## src/rtl/magnitude_stats_tracker_if.sv

```systemverilog
// Sample/statistics bundle between the magnitude stage, the tracker and the status/output mux.
// The master drives samples and control; the slave (the tracker) returns the statistics.
interface magnitude_stats_tracker_if #(
    parameter int WIDTH = 8
) ();
    logic             mag_valid;
    logic [WIDTH-1:0] mag_in;
    logic [WIDTH-1:0] thr_in;
    logic             clr;
    logic [WIDTH-1:0] avg_out;
    logic             avg_valid;
    logic [WIDTH-1:0] peak_out;
    logic             above;
    logic             cross_pulse;
    logic [7:0]       event_cnt;

    modport master (
        output mag_valid, mag_in, thr_in, clr,
        input  avg_out, avg_valid, peak_out, above, cross_pulse, event_cnt
    );

    modport slave (
        input  mag_valid, mag_in, thr_in, clr,
        output avg_out, avg_valid, peak_out, above, cross_pulse, event_cnt
    );
endinterface

```

## src/rtl/magnitude_stats_tracker.sv

```systemverilog
// Moving average, peak hold and hysteretic threshold detector over magnitude samples.
// Statistics advance only on accepted samples (mag_valid & ~clr); clr and rst_n wipe all history.
//
// state | meaning
// BELOW | waiting for a sample at or above thr_in
// ABOVE | detected; leaves only on a sample below thr_in - HYST
module magnitude_stats_tracker #(
    parameter int WIDTH    = 8,
    parameter int AVG_LOG2 = 3,
    parameter int HYST     = 4
) (
    input logic                  clk,
    input logic                  rst_n,
    magnitude_stats_tracker_if.slave bus
);
    localparam int DEPTH  = 1 << AVG_LOG2;
    localparam int SUM_W  = WIDTH + AVG_LOG2;
    localparam int FILL_W = AVG_LOG2 + 1;

    typedef enum logic {BELOW = 1'b0, ABOVE = 1'b1} state_t;

    state_t               state, state_next;
    logic                 cross_set;
    logic                 accept;
    logic [WIDTH-1:0]     lo;

    logic [WIDTH-1:0]     sample_mem [DEPTH];
    logic [AVG_LOG2-1:0]  wr_ptr;
    logic [FILL_W-1:0]    fill_cnt;
    logic [FILL_W-1:0]    fill_next;
    logic [SUM_W-1:0]     sum;
    logic [SUM_W-1:0]     sum_next;

    logic [WIDTH-1:0]     avg_reg;
    logic                 avg_valid_reg;
    logic [WIDTH-1:0]     peak_reg;
    logic                 cross_reg;
    logic [7:0]           event_reg;

    assign accept = bus.mag_valid & ~bus.clr;
    assign lo     = (bus.thr_in > WIDTH'(HYST)) ? bus.thr_in - WIDTH'(HYST) : '0;

    // The evicted slot is zero until the window has filled once, so the sum never overflows.
    assign sum_next  = sum - SUM_W'(sample_mem[wr_ptr]) + SUM_W'(bus.mag_in);
    assign fill_next = (fill_cnt == FILL_W'(DEPTH)) ? fill_cnt : fill_cnt + 1'b1;

    always_comb begin
        state_next = state;
        cross_set  = 1'b0;
        if (accept) begin
            case (state)
                BELOW: begin
                    if (bus.mag_in >= bus.thr_in) begin
                        state_next = ABOVE;
                        cross_set  = 1'b1;
                    end
                end
                ABOVE: begin
                    if (bus.mag_in < lo) begin
                        state_next = BELOW;
                    end
                end
                default: state_next = BELOW;
            endcase
        end
    end

    always_ff @(posedge clk or negedge rst_n) begin
        if (!rst_n) begin
            state <= BELOW;
        end else if (bus.clr) begin
            state <= BELOW;
        end else begin
            state <= state_next;
        end
    end

    always_ff @(posedge clk or negedge rst_n) begin
        if (!rst_n) begin
            for (int i = 0; i < DEPTH; i++) sample_mem[i] <= '0;
            wr_ptr        <= '0;
            fill_cnt      <= '0;
            sum           <= '0;
            avg_reg       <= '0;
            avg_valid_reg <= 1'b0;
            peak_reg      <= '0;
            cross_reg     <= 1'b0;
            event_reg     <= '0;
        end else if (bus.clr) begin
            for (int i = 0; i < DEPTH; i++) sample_mem[i] <= '0;
            wr_ptr        <= '0;
            fill_cnt      <= '0;
            sum           <= '0;
            avg_reg       <= '0;
            avg_valid_reg <= 1'b0;
            peak_reg      <= '0;
            cross_reg     <= 1'b0;
            event_reg     <= '0;
        end else begin
            cross_reg <= cross_set;
            if (accept) begin
                sample_mem[wr_ptr] <= bus.mag_in;
                wr_ptr             <= wr_ptr + 1'b1;
                fill_cnt           <= fill_next;
                sum                <= sum_next;
                avg_reg            <= sum_next[SUM_W-1:AVG_LOG2];
                avg_valid_reg      <= (fill_next == FILL_W'(DEPTH));
                if (bus.mag_in > peak_reg) begin
                    peak_reg <= bus.mag_in;
                end
                if (cross_set && (event_reg != 8'hFF)) begin
                    event_reg <= event_reg + 8'd1;
                end
            end
        end
    end

    assign bus.avg_out     = avg_reg;
    assign bus.avg_valid   = avg_valid_reg;
    assign bus.peak_out    = peak_reg;
    assign bus.above       = (state == ABOVE);
    assign bus.cross_pulse = cross_reg;
    assign bus.event_cnt   = event_reg;
endmodule
```

## src/flat_wrapper.sv

```systemverilog
// flat-port wrapper written by rule: the top's interface ports become plain ports
module magnitude_stats_tracker_flat 
#(
    parameter int WIDTH    = 8,
    parameter int AVG_LOG2 = 3,
    parameter int HYST     = 4
)
  (clk, rst_n, bus_mag_valid, bus_mag_in, bus_thr_in, bus_clr, bus_avg_out, bus_avg_valid, bus_peak_out, bus_above, bus_cross_pulse, bus_event_cnt);
  magnitude_stats_tracker_if #(.WIDTH(WIDTH)) bus_i ();
  input logic clk;
  input logic rst_n;
  input wire logic [$bits(bus_i.mag_valid)-1:0] bus_mag_valid;
  input wire logic [$bits(bus_i.mag_in)-1:0] bus_mag_in;
  input wire logic [$bits(bus_i.thr_in)-1:0] bus_thr_in;
  input wire logic [$bits(bus_i.clr)-1:0] bus_clr;
  output wire logic [$bits(bus_i.avg_out)-1:0] bus_avg_out;
  output wire logic [$bits(bus_i.avg_valid)-1:0] bus_avg_valid;
  output wire logic [$bits(bus_i.peak_out)-1:0] bus_peak_out;
  output wire logic [$bits(bus_i.above)-1:0] bus_above;
  output wire logic [$bits(bus_i.cross_pulse)-1:0] bus_cross_pulse;
  output wire logic [$bits(bus_i.event_cnt)-1:0] bus_event_cnt;
  assign bus_i.mag_valid = bus_mag_valid;
  assign bus_i.mag_in = bus_mag_in;
  assign bus_i.thr_in = bus_thr_in;
  assign bus_i.clr = bus_clr;
  assign bus_avg_out = bus_i.avg_out;
  assign bus_avg_valid = bus_i.avg_valid;
  assign bus_peak_out = bus_i.peak_out;
  assign bus_above = bus_i.above;
  assign bus_cross_pulse = bus_i.cross_pulse;
  assign bus_event_cnt = bus_i.event_cnt;
  magnitude_stats_tracker #(.WIDTH(WIDTH), .AVG_LOG2(AVG_LOG2), .HYST(HYST)) u_core (.clk(clk), .rst_n(rst_n), .bus(bus_i));
endmodule
```

## config.mk

```make
export PLATFORM = sky130hd
export DESIGN_NAME = magnitude_stats_tracker_flat
export DESIGN_NICKNAME = d
export VERILOG_FILES = /design/src/rtl/magnitude_stats_tracker_if.sv /design/src/rtl/magnitude_stats_tracker.sv /design/src/flat_wrapper.sv
export SDC_FILE = /design/constraint.sdc
export NUM_CORES = 1
export LEC_CHECK = 0
export ABC_CLOCK_PERIOD_IN_PS = 10200
export CAP_MARGIN = 0
export CORE_MARGIN = 8
export CORE_UTILIZATION = 45
export CTS_CLUSTER_SIZE = 12
export DETAILED_ROUTE_END_ITERATION = 12
export GPL_TIMING_DRIVEN = 0
export MAX_ROUTING_LAYER = met4
export PLACE_DENSITY = 0.61
export SYNTH_ARGS = -nofsm -noshare
export SYNTH_HDL_FRONTEND = slang
export SYNTH_SLANG_ARGS = --single-unit
```

## constraint.sdc

```tcl
create_clock -name clk -period 10.2 [get_ports clk]
set_clock_uncertainty 0.2 [all_clocks]
set_input_delay 2.04 -clock clk [delete_from_list [all_inputs] [get_ports clk]]
set_output_delay 2.04 -clock clk [all_outputs]
set_load 0.05 [all_outputs]
```

==> run metrics <==
status=complete, no violations; endpoints failing setup=0; Crit path required time=10240 ps; initial antenna violation count=0; total power=1.23 mW; Reg area=0.00253 sq mm; CTS resizes=0; post-synthesis cell area=roughly 0.0063 sq mm; clock tree root buffer cell=clkbuf_16; WL final=approximately 17000 microns; crit path launch=bus_mag_in[2]; routed vias/inst=5.55; leading register cell type out of synthesis=dfrtp_1; Post-synth EDFFs=0; met1 Use GR=24.8%; Post-Syn Instances=between 700 and 800; Die Width=134 microns; GP Congestion=approximately 0.9; clk_lat worst skew=around 360 ps; dpl ws=4230 ps; unrepaired setup endpoints after global routing=no; flip-flop count of the largest register after layout=64; Synthesized Nets=roughly 800; Final Cycle Share=a little over half; worst r2r src=u_core.wr_ptr[2]; maximum clock path buffer count=2; register bit total from synthesis=101; Final ANT Viol Nets=0; leak pwr=3.21 nW; first-pass GRT wire length=27300 microns; share of cells above drive strength 1=8.94%; Worst EP arrival=around 5600 ps; top cells by area, synth=dfrtp_1, nand2_1, ha_1, a21oi_1, mux4_2; final setup margin=4630 ps; pins over their slew limit=0; via count=between 5000 and 6000; Max Cap Viol=0; CP endpoint kind=register; WL per Instance=17.9 microns; synth cell count leaders=nand2_1, dfrtp_1, a21oi_1; initial DRC count=359; First-pass DRT Iterations=5; Max H-tree Level=3; Syn Area/Cell=8.89 sq um; port bufs=45; dpl cells=about 940; PwrDens=~170 mW/mm^2; clock-pin slew on the worst setup and hold paths=roughly 70 ps; Die ar.=approximately 0.018 sq mm; Congestion Overflow GR=0; initial core utilization=45.8%; final hold violations=0; ant diodes=0; Reg with most FFs=u_core.sample_mem; Area Growth Syn to Fin=15.6%; die height=134 microns; DP HPWL=12200 microns; GRT Overall Usage=roughly a fifth; synth warn=0; Yosys top cell by area=dfrtp_1; hold_buf cts=0; Worst Tran Pin Value=between 800 and 900 ps; sequential share of the synthesized area=40.0%; count leader, synth=nand2_1; Period minus WS final=5570 ps; worst flop-to-flop path endpoint=u_core.bus.avg_out[7]; Max Clk Rate=180 MHz; clk sink count=about 100; multi-input logic area=around 0.0033 sq mm; DRC Markers=0; Layout fillers=1298; Critical Path Source Type=primary input; core area=around 0.014 sq mm; Final TNS setup=0 ps; FF-to-FF setup slack=5760 ps; CTS tree=done; Distinct cells, synth=67; Inserted Clock Buffers=9; grt met2 use=approximately 31%; met3 usage=3.52%; Finished Layout Cells=approximately 950; row count=43; largest net degree at the start of global routing=74; worst setup path end=u_core.bus.avg_out[7]; Final Net Count=835; FFs w/ async S/R, synth=100%; crit path kind=primary input to register; Max-slew headroom=44.3%; Worst VDD drop=0.0000940 V; Ports=47; Post CTS Setup Buffer Count=0; type of the most critical hold path=register to register; global routing's busiest layer=met2; Max FO, Critical Path=10; R2R depth=13; number of global-route vias before repair=5203; post-synth top area share=between 40 and 50%
## layer usage
layer,share of wire [%],wire length (microns)
met3,5.8,997
met2,48,8150
met1,44,7510
met4,2.4,405
met5,0,0
## logic make-up (layout without fill, tap and decap cells)
logic type	count (synthesis)	after routing	synth area share, %
AOI/OAI and AO/OA	142	142	13.9
xor gates and xnor gates	12	12	1.67
adders and majority gates	48	48	10.5
buffers and inverters	102	164	7.22
DFF	101	101	40.0
muxes	39	39	8.43
and+or+nand+nor	266	266	18.3
## cells in the final DEF (no fill, tap or decap), drive strengths merged, types with 3 or more instances in the layout
cell and count:
a211oi 4, a21o 6, a21oi 85, a221oi 6, and3 4, buf 23, clkbuf 32, clkdlybuf4s50 44
clkinv 3, dfrtp 101, fa 8, ha 40, inv 61, mux2 13, mux2i 16, mux4 10
nand2 171, nand2b 8, nand3 13, nand4 5, nor2 34, nor2b 7, nor3 7, nor3b 3
o21ai 16, o31ai 5, or4 3, xnor2 6, xor2 6
## power breakdown
| part | total [mW] | switching (mW) | internal (mW) | leakage [nW] |
|---|---|---|---|---|
| clock network | 0.336 | 0.160 | 0.175 | 0.137 |
| registers | 0.445 | 0.0210 | 0.424 | 1.39 |
| logic | 0.454 | 0.264 | 0.190 | 1.68 |
| total | 1.23 | 0.446 | 0.789 | 3.21 |
## worst max-delay path: stages
cell,delay [ps]
clkdlybuf4s50_1,570
clkbuf_1,540
inv_1,140
fa_1,560
inv_1,40
ha_1,340
nor2b_2,200
o31ai_4,230
a21oi_2,100
a31oi_1,230
mux2i_1,270
mux2_1,340
## area by class of cell
type | count | share of cell area [%]
plain buffers | 42 | 3.16
clock buffers | 11 | 3.33
clock inverters | 5 | 0.583
inverters | 60 | 3.09
multi-input cells | 507 | 45.6
flip-flops and latches | 101 | 34.6
well taps | 180 | 3.09
repair buffers | 46 | 6.52
## worst min path at each step
stage,to,startpoint,cells after the start
2_1_floorplan,u_core.bus.avg_out[4],u_core.bus.avg_out[4],2
3_3_place_gp,u_core.sum[2],u_core.sum[2],2
3_5_place_dp,u_core.sample_mem[18],u_core.sample_mem[18],2
4_1_cts,u_core.sample_mem[18],u_core.sample_mem[18],2
5_1_grt,u_core.sample_mem[41],u_core.sample_mem[41],2
6_report,u_core.sample_mem[38],u_core.sample_mem[38],2
## through the flow
stage / utilization (%) / area, sq um / hold slack [ps]
final: 53.0 / 7300 / 322
after global routing: 53.0 / 7300 / 344
after CTS: 53.0 / 7300 / 323
after detailed placement: 50.9 / 7010 / 313
after global placement: 50.7 / 6990 / 305
after floorplan: - / 6310 / 279
Note: power is estimated with default switching activity, not from simulation.
==> patch (same flow settings) <==
`AVG_LOG2` is set to 3 in 2 places; all go to 4.
--- a/src/rtl/magnitude_stats_tracker.sv
+++ b/src/rtl/magnitude_stats_tracker.sv
@@ -6,7 +6,7 @@
 // ABOVE | detected; leaves only on a sample below thr_in - HYST
 module magnitude_stats_tracker #(
     parameter int WIDTH    = 8,
-    parameter int AVG_LOG2 = 3,
+    parameter int AVG_LOG2 = 4,
     parameter int HYST     = 4
 ) (
     input logic                  clk,
--- a/src/flat_wrapper.sv
+++ b/src/flat_wrapper.sv
@@ -2,7 +2,7 @@
 module magnitude_stats_tracker_flat 
 #(
     parameter int WIDTH    = 8,
-    parameter int AVG_LOG2 = 3,
+    parameter int AVG_LOG2 = 4,
     parameter int HYST     = 4
 )
   (clk, rst_n, bus_mag_valid, bus_mag_in, bus_thr_in, bus_clr, bus_avg_out, bus_avg_valid, bus_peak_out, bus_above, bus_cross_pulse, bus_event_cnt);
Check against the original RTL: not equivalent (Yosys sat finds a counterexample within 4 cycles, from zero or initial values and one cycle with rst_n low).
==> patch against the original RTL <==
  * Area after synthesis up 53%
  * Power up 56%
  * Critical path depth unchanged
  * Non-clock buffer count up 22
  * Cell area up 52%
  * Setup slack worse by 0.44 ns
  * Sequential cell count up 67
  * Routed wire length up 61%
  * Largest cell class unchanged
  * Sequential share of layout area up 3.2 points
  * Maximum frequency down 7.3%
==> patch: results (changes against the original RTL) <==
[cells_and_area]
drive_gt1_share_pct=6.39  ; was 8.94%
buf_share_pct=7.21  ; was 9.67%
largest_reg_flops=128  ; was 64
nMultiInputCombCells=742  ; was 507
layout.area.seq_sq_mm=0.00420  ; was 0.00253 sq mm
final_nets=1170  ; was 835

[pwr]
comb_power_uw=535  ; was 454 uW
p_clk_share_pct=35.1  ; was 27.2%
p_leak_nw=4.75  ; was 3.21 nW
ir_worst_vdd_v=0.000116  ; was 0.0000940 V
power.group.top=registers  ; was combinational cells

[global_routing]
use_met3_pct=4.88  ; was 3.52%
grtUsageTotal_pct=22.5  ; was 19.9%
use_met1_pct=30.0  ; was 24.8%
grt_pass1_vias=7957  ; was 5203

[timing]
tightest_slew_ns=0.844  ; was 0.836 ns

[hold_path]
hold_path_end=u_core.sample_mem[52]  ; was u_core.sample_mem[38]
hp-start=u_core.sample_mem[52]  ; was u_core.sample_mem[38]

[synthesis]
synth_commonest_cells=nand2_1 (276), dfrtp_1 (168), a21oi_1 (150)  ; was nand2_1 (171), dfrtp_1 (101), a21oi_1 (84)

[placed_design]
hpwl_mm=19.4  ; was 12.2 mm
place_congestion=0.902  ; was 0.896

[setup_path]
rrSetupSlack_ns=5.35  ; was 5.76 ns
reg2reg_to=u_core.bus.avg_out[6]  ; was u_core.bus.avg_out[7]

[detailed_routing]
drtIter0Drc=647  ; was 359
wl_met3_mm=1.77  ; was 997 microns

[run_status]
status=completed  ; unchanged

[clock_tree]
cts.sinks=168  ; was 101

patch: cell types whose count changed after synthesis, sizes merged, moves of 6 or more:
| cell | change |
|---|---|
| a21oi | +65 |
| a221oi | -6 |
| clkbuf | +23 |
| dfrtp | +67 |
| mux2 | -13 |
| mux4 | +30 |
| nand2 | +105 |
| nand3 | +12 |
| nand4 | +7 |
| nor2 | +14 |
| o211ai | +6 |
| o311ai | +6 |
patch: worst max-delay path, cell delays in order:
cell,delay [ns]
clkdlybuf4s50_1,0.57
clkbuf_1,0.42
clkbuf_1,0.69
inv_1,0.15
fa_1,0.57
inv_1,0.05
ha_1,0.35
nor2b_1,0.17
o31ai_1,0.48
a21oi_1,0.17
o311ai_0,0.31
o32ai_1,0.12
patch: logic make-up (layout without fill, tap and decap cells):
family	count (synthesis)	in the layout	synth area share, %
AO/OA/AOI/OAI	218	218	13.1
adder cells (fa/ha/maj)	52	52	7.36
flip-flops	168	168	43.5
XOR/XNOR	12	12	1.09
multiplexers	52	52	11.4
buffers and inverters	122	201	5.48
AND/OR/NAND/NOR	408	408	18.0
patch: worst max path at each step:
stage | to | slack [ns] | depth (start not counted)
global route | u_core.bus.avg_out[6] | 3.87 | 12
global placement | u_core.sample_mem[56] | -0.35 | 1
detailed placement | u_core.bus.avg_out[6] | 3.81 | 12
finish | u_core.bus.avg_out[6] | 4.19 | 12
floorplan | u_core.bus.avg_out[6] | 5.35 | 11
CTS | u_core.bus.avg_out[6] | 4.22 | 12
patch: per-stage QoR:
stage	instance area [sq um]	instances	util, %	hold slack (ns)	setup WS, ns
finish	11100	1386	52.8	0.316	4.19
global route	11100	1386	52.8	0.339	3.87
CTS	11100	1386	52.8	0.320	4.22
detailed placement	10500	1354	49.9	0.311	3.81
global placement	10500	1353	49.8	0.305	-0.351
floorplan	9660	1032	-	0.286	5.35
